`config.mk`:
```
export PLATFORM = sky130hd
export DESIGN_NAME = and2b_flat
export DESIGN_NICKNAME = d
export VERILOG_FILES = /design/src/rtl/and2b_if.sv /design/src/rtl/and2b.sv /design/src/flat_wrapper.sv
export SDC_FILE = /design/constraint.sdc
export NUM_CORES = 1
export LEC_CHECK = 0
export CORE_AREA = 2 2 39 41
export CTS_BUF_LIST = sky130_fd_sc_hd__clkbuf_8 sky130_fd_sc_hd__clkbuf_16
export DETAILED_ROUTE_END_ITERATION = 8
export DIE_AREA = 0 0 41 43
export PLACE_DENSITY = 0.67
export RECOVER_POWER = 50
export SLEW_MARGIN = 5
export SYNTH_ARGS = -nofsm -noshare
export SYNTH_HDL_FRONTEND = slang
export SYNTH_SLANG_ARGS = --single-unit
export TNS_END_PERCENT = 100
```
`constraint.sdc`:
```
create_clock -name clk -period 2.4 [get_ports clk]
set_input_delay 0.48 -clock clk [delete_from_list [all_inputs] [get_ports clk]]
set_output_delay 0.48 -clock clk [all_outputs]
set_load 0.01 [all_outputs]
```
`src/rtl/and2b_if.sv`:
```
// Operand/enable inputs and registered result plus power-phase status of one
// two-stage adiabatic AND gate; master drives operands, slave is the gate.
interface and2b_if;
    logic       en;
    logic       a;
    logic       b;
    logic       out;
    logic       out_n;
    logic       out_valid;
    logic [1:0] pc_on;
    logic [2:0] phase;

    modport master (
        output en, a, b,
        input  out, out_n, out_valid, pc_on, phase
    );

    modport slave (
        input  en, a, b,
        output out, out_n, out_valid, pc_on, phase
    );
endinterface

```
`src/rtl/and2b.sv`:
```
// Two-stage adiabatic AND gate: stage 1 samples a&b, stage 2 buffers it; a
// sequencer walks IDLE->S1->S12->HOLD->S1D, STEP_CYCLES clocks per state.
module and2b #(
    parameter int STEP_CYCLES = 1
) (
    input  logic   clk,
    input  logic   rst_n,
    and2b_if.slave bus
);

    typedef enum logic [2:0] {
        IDLE = 3'd0,
        S1   = 3'd1,
        S12  = 3'd2,
        HOLD = 3'd3,
        S1D  = 3'd4
    } phase_e;

    localparam int            CW   = (STEP_CYCLES > 1) ? $clog2(STEP_CYCLES) : 1;
    localparam logic [CW-1:0] LAST = CW'(STEP_CYCLES - 1);

    phase_e        state_q, state_d;
    logic [CW-1:0] cnt_q,   cnt_d;
    logic          n1_q,    n1_d;
    logic          n2_q,    n2_d;
    logic          out_q,   out_d;
    logic          out_n_q, out_n_d;
    logic          vld_q,   vld_d;
    logic [1:0]    pc_q,    pc_d;
    logic          last_step;

    always_ff @(posedge clk) begin
        if (!rst_n) begin
            state_q <= IDLE;
            cnt_q   <= '0;
            n1_q    <= 1'b0;
            n2_q    <= 1'b0;
            out_q   <= 1'b0;
            out_n_q <= 1'b0;
            vld_q   <= 1'b0;
            pc_q    <= 2'b00;
        end else begin
            state_q <= state_d;
            cnt_q   <= cnt_d;
            n1_q    <= n1_d;
            n2_q    <= n2_d;
            out_q   <= out_d;
            out_n_q <= out_n_d;
            vld_q   <= vld_d;
            pc_q    <= pc_d;
        end
    end

    // The step counter free-runs and wraps every STEP_CYCLES clocks, so IDLE
    // also dwells in whole steps and a start is only taken on its last clock.
    always_comb begin
        state_d   = state_q;
        n1_d      = n1_q;
        n2_d      = n2_q;
        out_d     = out_q;
        out_n_d   = out_n_q;
        vld_d     = vld_q;
        pc_d      = pc_q;
        last_step = (cnt_q == LAST);
        cnt_d     = last_step ? '0 : cnt_q + 1'b1;

        if (last_step) begin
            case (state_q)
                IDLE: begin
                    if (bus.en) begin
                        state_d = S1;
                        n1_d    = bus.a & bus.b;
                        pc_d    = 2'b01;
                    end
                end
                S1: begin
                    state_d = S12;
                    n2_d    = n1_q;
                    pc_d    = 2'b11;
                    out_d   = n1_q;
                    out_n_d = ~n1_q;
                    vld_d   = 1'b1;
                end
                S12: begin
                    state_d = HOLD;
                end
                HOLD: begin
                    state_d = S1D;
                    pc_d    = 2'b01;
                    n2_d    = 1'b0;
                    out_d   = 1'b0;
                    out_n_d = 1'b0;
                    vld_d   = 1'b0;
                end
                S1D: begin
                    state_d = IDLE;
                    pc_d    = 2'b00;
                    n1_d    = 1'b0;
                end
                default: begin
                    state_d = IDLE;
                    pc_d    = 2'b00;
                    n1_d    = 1'b0;
                    n2_d    = 1'b0;
                    out_d   = 1'b0;
                    out_n_d = 1'b0;
                    vld_d   = 1'b0;
                end
            endcase
        end
    end

    assign bus.out       = out_q;
    assign bus.out_n     = out_n_q;
    assign bus.out_valid = vld_q;
    assign bus.pc_on     = pc_q;
    assign bus.phase     = state_q;

endmodule

```
`src/flat_wrapper.sv`:
```
// flat-port wrapper written by rule: the top's interface ports become plain ports
module and2b_flat 
#(
    parameter int STEP_CYCLES = 1
)
  (clk, rst_n, bus_en, bus_a, bus_b, bus_out, bus_out_n, bus_out_valid, bus_pc_on, bus_phase);
  and2b_if bus_i ();
  input  logic clk;
  input  logic rst_n;
  input wire logic [$bits(bus_i.en)-1:0] bus_en;
  input wire logic [$bits(bus_i.a)-1:0] bus_a;
  input wire logic [$bits(bus_i.b)-1:0] bus_b;
  output wire logic [$bits(bus_i.out)-1:0] bus_out;
  output wire logic [$bits(bus_i.out_n)-1:0] bus_out_n;
  output wire logic [$bits(bus_i.out_valid)-1:0] bus_out_valid;
  output wire logic [$bits(bus_i.pc_on)-1:0] bus_pc_on;
  output wire logic [$bits(bus_i.phase)-1:0] bus_phase;
  assign bus_i.en = bus_en;
  assign bus_i.a = bus_a;
  assign bus_i.b = bus_b;
  assign bus_out = bus_i.out;
  assign bus_out_n = bus_i.out_n;
  assign bus_out_valid = bus_i.out_valid;
  assign bus_pc_on = bus_i.pc_on;
  assign bus_phase = bus_i.phase;
  and2b #(.STEP_CYCLES(STEP_CYCLES)) u_core (.clk(clk), .rst_n(rst_n), .bus(bus_i));
endmodule
```
## After elaboration in Yosys (flattened, before gate mapping)

Index checks and enable logic that the tools add are counted.

- Output and inout bits: 8
- Bits in registers: 10
- Latch bits: 0
- Word-level logic and storage cells: 36
- Memories kept: 0
- RAM bits: 0
- ROM bits: 0
- Bits of input ports: 5

- Add/subtract/negate cells: 1
- Div/mod/pow operators: 0
- Reduce and logical (&&, ||, !) cells: 8
- Equal/unequal tests: 5
- Shift operators: 0
- Bitwise logic cells: 6
- Multiply operators: 0
- Muxes and demuxes: 9
- Order comparisons: 0

Operators by type and width:

| kind | count |
|---|---|
| $pmux W3 S4 | 1 |
| $pmux W1 S2 | 4 |
| $pmux W2 S4 | 1 |
| $eq A3 B2 Y1 const B | 2 |
| $reduce_and A2 Y1 | 3 |
| $reduce_and A3 Y1 | 2 |
| $reduce_or A3 Y1 | 2 |
| $not A1 Y1 | 5 |
| $eq A3 B1 Y1 const B | 1 |
| $eq A3 B3 Y1 const B | 1 |
| $logic_not A3 Y1 | 1 |
| $mux W3 | 1 |
| $mux W2 | 1 |
| $ne A2 B2 Y1 const B | 1 |
| $add A1 B1 Y1 const B | 1 |
| $and A1 B1 Y1 | 1 |
| $mux W1 | 1 |

## Depth between registers and ports, before layout

Gate-level depths: netlist (run 1).

- Word-level depth: 4
- Mapped depth: 4
- Gate-level depth less buffers: 3

## Worst setup path before layout (run 1)

Ideal clock, no wire load.

- Path type: input port to flip-flop
- Start: in bus_en
- End: reg u_core.n1_q
- Arrival: 1027 ps
- Required time: 2280 ps
- Stages: 3
- Setup slack: 1252 ps
- Library setup time: 120 ps
- Path buffers: 0
- Cells stage by stage: or3b_1 a21oi_1 o22ai_1

- Cells in the longest elaborated chain, start to end: 2

RTL lines:

| item | line | source |
|---|---|---|
| start, declared | flat_wrapper.sv:10 | `input wire logic [$bits(bus_i.en)-1:0] bus_en;` |
| $ne A2 B2 Y1 (no line) | -- |  |
| $reduce_and A3 Y1 (no line) | -- |  |
| end signal, assigned | and2b.sv:45 | `n1_q <= n1_d;` |
| end, declared | and2b.sv:24 | `logic n1_q, n1_d;` |

No other way between the ends.
A chain may end at the register's enable or synchronous reset.

## Worst setup path in the final report (run 1)

- Start: reg u_core.state_q[1], in the netlist u_core.bus.phase[1]
- End: out bus_phase[1]

RTL lines:

| item | line | source |
|---|---|---|
| start, declared | and2b.sv:22 | `phase_e state_q, state_d;` |
| start signal, assigned | and2b.sv:43 | `state_q <= state_d;` |
| end, declared | flat_wrapper.sv:17 | `output wire logic [$bits(bus_i.phase)-1:0] bus_phase;` |

No word-level cell between the ends.

==> run summary, run 1 <==
Outcome
- finished clean — outcome

Placement
- 73 — Placed Instances
- 596 microns — Post-DP HPWL
- 554 sq um — instance area after placement
- 0.666 — Placer Congestion
- 12 — Port Buffer Count

Yosys
- 52 — Mapped Nets
- 9.08 sq um — post-synthesis area per instance
- dfxtp_1 — library cell with the largest summed area after synthesis
- dfxtp_1 47%, nand2_1 6.2%, nor4b_4 5.6% — cells taking the most area after synthesis
- 46.9% — top cell type's share of synthesized area
- 10 — flip-flop and latch count after synthesis
- 0 — total number of yosys warnings
- 20 — distinct cell type count of the synthesized netlist
- 427 sq um — Syn Std Cell Area
- 46.9% — Seq/Total Area, Yosys
- 47 — cells after synthesis

Drt
- 0 — detailed-route DRC error count
- 11.2 microns — routed length per instance
- 5 — violation count after the first detailed-route iteration
- 853 microns — total length of routed wires
- 5.01 — via density per instance
- 381 — vias after detailed routing
- 0 — count of nets left with antenna violations after detail routing
- 4 — 1st-pass router iterations

Worst setup path
- u_core.bus.phase[1] — startpoint of the lowest-slack register-to-register path
- u_core.n1_q — Worst R2R End
- buffers and inverters — cell family contributing the most delay on the critical path
- 0.61 ns — stage delay of the slowest cell on the critical path
- output port — nature of the critical path endpoint
- 1.26 ns — register-to-register setup slack
- clkdlybuf4s50_1 — slowest stage cell on the critical path
- 1 — number of buffers and inverters on the critical path
- clkdlybuf4s50_1 — worst-path cell chain
- 8 — maximum fanout count along the critical path
- 1.92 ns — worst path required time
- flip-flop — critical path launch point type
- 1.34 ns — Worst Path Arrival
- 3 — depth of the worst register-to-register path
- reg -> out — classification of the worst setup path

Die
- 1380 sq um — Core Box Area
- 43 microns — height of the die
- 41 microns — die width
- 14 — # rows
- 1760 sq um — die area
- 13 — number of top-level pins
- 30.8% — Initial Utilization

Global routing
- 13 — largest net degree at the start of global routing
- 10.7% — GRT Overall Usage
- 1.23 mm — first-pass GRT wire length
- 0 — global route total overflow
- 0 — initial antenna violation count
- 289 — via count of the first global-routing pass

CTS
- 3 — Num CTS Buffers
- 0.05 ns — post-CTS clock slew at the launch and capture registers of the worst setup and hold paths
- 10 — clock sink count
- clkbuf_8 — root cell of the clock tree
- built — TritonCTS clock tree
- 0.23 ns — worst skew pair latency
- 0 — buffers inserted during post-CTS setup optimization
- 0 — number of buffers added to fix hold violations after cts
- 1 — number of H-tree branching levels
- 2 — Max Buffers Root-to-Sink
- 0 — Post-CTS Resized

Cells and area
- 589 sq um — area of all placed cells without fillers
- 6.67% — layout cell share with drive strength beyond 1
- 76 — Layout Cells excl Fill
- clkdlybuf4s50_1 — most common cell after layout, fill and taps aside
- 38.1% — synthesis-to-layout area growth
- 11 x clkdlybuf4s50_1, 10 x dfxtp_1, 7 x nand2_1 — top library cells by usage in the layout, fill and taps aside
- 67 — final net count
- 0 — number of antenna cells inserted

Worst hold path
- u_core.bus.out_n — Endpoint, Worst Hold
- u_core.bus.out_n — Hold Path Origin
- reg -> reg — classification of the worst-slack hold path
- 2 — cell count of the worst hold path

Power and ir drop
- 0.201 nW — static leakage power
- 0.395 mW — total chip power
- 671 nW/um^2 — PD cells
- 0.334 mV — maximum resistive drop on vdd

Run
- 0 — count of max-cap constraint violations

STA
- 0.00127 ns — Max Clock Skew
- 1.82 ns — minimum period implied by the final worst setup slack
- 0 ns — final sum of negative setup slack
- 548 MHz — maximum clock rate
- no — setup repair after global routing missed its margin
- 0 — Max Transition Viols Final
- 76.0% — post-route fraction of the period consumed by the critical path
- 0 — final hold vios
- 0 — Finish-stage setup viols

[cell type report]
class / count / area [sq um]
multi-input cells: 33 / 200
repair buffers: 12 / 120
inverters: 2 / 7.51
fillers: 139 / 795
well taps: 16 / 20.0
flip-flops and latches: 10 / 200
clock buffers: 3 / 41.3
[sequential cells by signal, indices dropped and copies added (netlist names)]
register and cells:
u_core.bus.out 1, u_core.bus.out_n 1, u_core.bus.out_valid 1, u_core.bus.pc_on 2, u_core.bus.phase 3, u_core.cnt_q 1, u_core.n1_q 1
[cell usage after synthesis]
master and instances:
o22ai_2 1, nand3_1 3, o21ai_0 2, nand2b_1 1, a21oi_1 4, inv_1 2, nor4b_4 1, o22ai_1 1
or3b_1 1, conb_1 1, o211ai_1 1, nand2_1 7, a21boi_1 3, nor2_1 3, nand4_1 1, buf_2 1
o221a_1 1, o21a_1 2, buf_4 1, dfxtp_1 10
[routing by layer]
metal  global-route usage, %  part of all wire, %  up-vias
li1                        -                    -      191
met1                    15.9                   51      176
met2                    11.3                   43       14
met3                    4.71                  5.3        0
met4                    8.00                    0        0
met5                       0                    0        -
[cell families after synthesis]
group / share of synthesized area, %
DFF: 46.9
other: 0.879
and+or+nand+nor: 22.9
buffers and inverters: 4.69
AOI/OAI and AO/OA: 24.6
[worst max-delay path by stage]
stage | from | endpoint | depth (start not counted)
3_5_place_dp | bus_en | u_core.n1_q | 4
6_report | u_core.bus.phase[1] | bus_phase[1] | 1
4_1_cts | u_core.bus.phase[1] | bus_phase[1] | 1
5_1_grt | u_core.bus.phase[1] | bus_phase[1] | 1
3_3_place_gp | bus_en | u_core.n1_q | 4
2_1_floorplan | bus_en | u_core.n1_q | 3
[report_power, final]
group	internal [mW]	total [mW]	switching (mW)
registers	0.174	0.184	0.00959
logic	0.0245	0.0408	0.0164
clock network	0.109	0.171	0.0612
total	0.308	0.395	0.0872
[per-stage QoR]
stage	setup slack, ns	hold slack [ns]	utilization (%)
finish	0.577	0.459	42.6
global route	0.541	0.486	42.6
CTS	0.583	0.468	43.0
detailed placement	0.707	0.462	40.1
global placement	0.721	0.450	40.1
floorplan	1.25	0.469	-
No activity file was read; power rests on OpenSTA's default activity.
==> inputs of run 2 (changes only) <==
--- a/config.mk
+++ b/config.mk
@@ -9,7 +9,7 @@
 export CTS_BUF_LIST = sky130_fd_sc_hd__clkbuf_8 sky130_fd_sc_hd__clkbuf_16
 export DETAILED_ROUTE_END_ITERATION = 8
 export DIE_AREA = 0 0 41 43
-export PLACE_DENSITY = 0.67
+export PLACE_DENSITY = 0.69
 export RECOVER_POWER = 50
 export SLEW_MARGIN = 5
 export SYNTH_ARGS = -nofsm -noshare
==> constraint.sdc (replaced) <==
create_clock -name clk -period 1.5 [get_ports clk]
set_input_delay 0.3 -clock clk [delete_from_list [all_inputs] [get_ports clk]]
set_output_delay 0.3 -clock clk [all_outputs]
set_load 0.01 [all_outputs]
==> run 2 against run 1 <==
  * First-iteration DRC count up 100%
  * Non-clock buffer count up 4
  * Cell count is 6.6% higher
  * Register-to-register slack got worse by 1.1 ns
  * Largest cell class unchanged
==> run summary, run 2 (synthesis gave the netlist of run 1 again) <==
Outcome
- finished clean — outcome

STA
- 0 — Finish-stage setup viols
- no — setup repair after global routing missed its margin
- 0 — final hold vios
- 96.4% — post-route fraction of the period consumed by the critical path
- 0 ns — final sum of negative setup slack
- 691 MHz — maximum clock rate
- 0.00191 ns — Max Clock Skew
- 1.45 ns — minimum period implied by the final worst setup slack
- 0 — Max Transition Viols Final

Placement
- 0.677 — Placer Congestion
- 12 — Port Buffer Count
- 687 microns — Post-DP HPWL

Worst setup path
- 1.15 ns — Worst Path Arrival
- reg -> out — classification of the worst setup path
- clkdlybuf4s50_1 — slowest stage cell on the critical path
- 3 — maximum fanout count along the critical path
- buffers and inverters — cell family contributing the most delay on the critical path
- 1.20 ns — worst path required time
- 1 — number of buffers and inverters on the critical path
- clkdlybuf4s50_1 — worst-path cell chain
- 0.55 ns — stage delay of the slowest cell on the critical path
- output port — nature of the critical path endpoint
- flip-flop — critical path launch point type

Cells and area
- 137 — filler cell count in the final layout
- 3 — number of flip-flops under the largest register name
- 11 x clkdlybuf4s50_1, 10 x dfxtp_1, 7 x nand2_1 — top library cells by usage in the layout, fill and taps aside
- 200 sq um — sequential cell area
- 45.4% — final design utilization
- 0 — number of antenna cells inserted
- 71 — final net count
- 15.4% — layout cell share with drive strength beyond 1
- 47.2% — synthesis-to-layout area growth
- 198 sq um — Multi-input gate area
- clkdlybuf4s50_1 — most common cell after layout, fill and taps aside

Die
- 13 — number of top-level pins
- 30.8% — Initial Utilization
- 1760 sq um — die area
- 1380 sq um — Core Box Area
- 43 microns — height of the die
- 14 — # rows
- 41 microns — die width

CTS
- clkbuf_8 — root cell of the clock tree
- 3 — Num CTS Buffers
- 10 — clock sink count
- 0 — Post-CTS Resized
- 2 — Max Buffers Root-to-Sink
- 0 — buffers inserted during post-CTS setup optimization
- 0.24 ns — worst skew pair latency
- 0.05 ns — post-CTS clock slew at the launch and capture registers of the worst setup and hold paths
- built — TritonCTS clock tree
- 0 — number of buffers added to fix hold violations after cts
- 1 — number of H-tree branching levels

Drt
- 0 — count of nets left with antenna violations after detail routing
- 0 — detailed-route DRC error count
- 381 — vias after detailed routing
- 3 — 1st-pass router iterations
- 4.70 — via density per instance
- 11.7 microns — routed length per instance
- 944 microns — total length of routed wires
- 10 — violation count after the first detailed-route iteration

Global routing
- 13 — largest net degree at the start of global routing
- 0 — global route total overflow
- 343 — via count of the first global-routing pass
- 14.2% — GRT Overall Usage
- 4.71% — met3 layer usage reported by global route
- 16.9% — met2 routing resource usage after global routing
- 0 — initial antenna violation count
- 19.5% — met1 usage
- met1 — global-route layer with the greatest usage
- 1.55 mm — first-pass GRT wire length

Power and ir drop
- 1120 nW/um^2 — PD cells
- 0.703 mW — total chip power
- 0.474 mV — maximum resistive drop on vdd
- 0.232 nW — static leakage power

Run
- 0 — count of max-cap constraint violations

Worst hold path
- reg -> reg — classification of the worst-slack hold path

==> run 2: cell count changes in the layout (fill, tap and decap cells not counted) <==
cell | before | now
buf_4 | 0 | 3
o22ai_2 | 0 | 1
o22ai_1 | 2 | 1
clkbuf_2 | 0 | 1
a21boi_0 | 3 | 1
clkbuf_8 | 3 | 4
nor4b_4 | 1 | 0
a21boi_1 | 0 | 2
nor4b_2 | 0 | 1
==> run 2: worst paths after layout <==
check	startpoint	end	slack, ns	depth (start not counted)
setup / recovery	u_core.bus.pc_on[1]	bus_pc_on[1]	0.05	1
hold reg to reg	u_core.bus.out	u_core.bus.out	0.45	2
hold / removal	u_core.bus.out	u_core.bus.out	0.45	2
setup reg to reg	u_core.bus.phase[1]	u_core.bus.out_n	0.20	4
==> run 2: layout make-up <==
cell class	count	share of cell area (%)
Sequential cell	10	31.9
Inverter	2	1.20
Tap cell	16	3.19
Multi-Input combinational cell	33	31.5
Timing Repair Buffer	16	23.5
Clock buffer	4	8.76
==> run 2: per-stage QoR <==
step | cells | cell area [sq um] | hold WS (ns) | setup WS (ns)
6_report | 81 | 628 | 0.453 | 0.0537
4_1_cts | 81 | 639 | 0.459 | 0.0352
2_1_floorplan | 47 | 427 | 0.448 | 0.406
3_5_place_dp | 77 | 584 | 0.450 | 0.00417
3_3_place_gp | 77 | 584 | 0.449 | 0.0382
5_1_grt | 81 | 628 | 0.483 | 0.0222
==> run 2: power by group <==
group | leakage (nW) | switching [mW] | internal [mW]
clock network | 0.0288 | 0.107 | 0.231
registers | 0.0817 | 0.00992 | 0.278
logic | 0.121 | 0.0330 | 0.0436
total | 0.232 | 0.150 | 0.553
==> run 2: per-layer routing <==
layer	routed length, microns	vias to the layer above
met4	25	0
met3	31	4
met5	0	-
li1	-	200
met2	413	9
met1	472	168
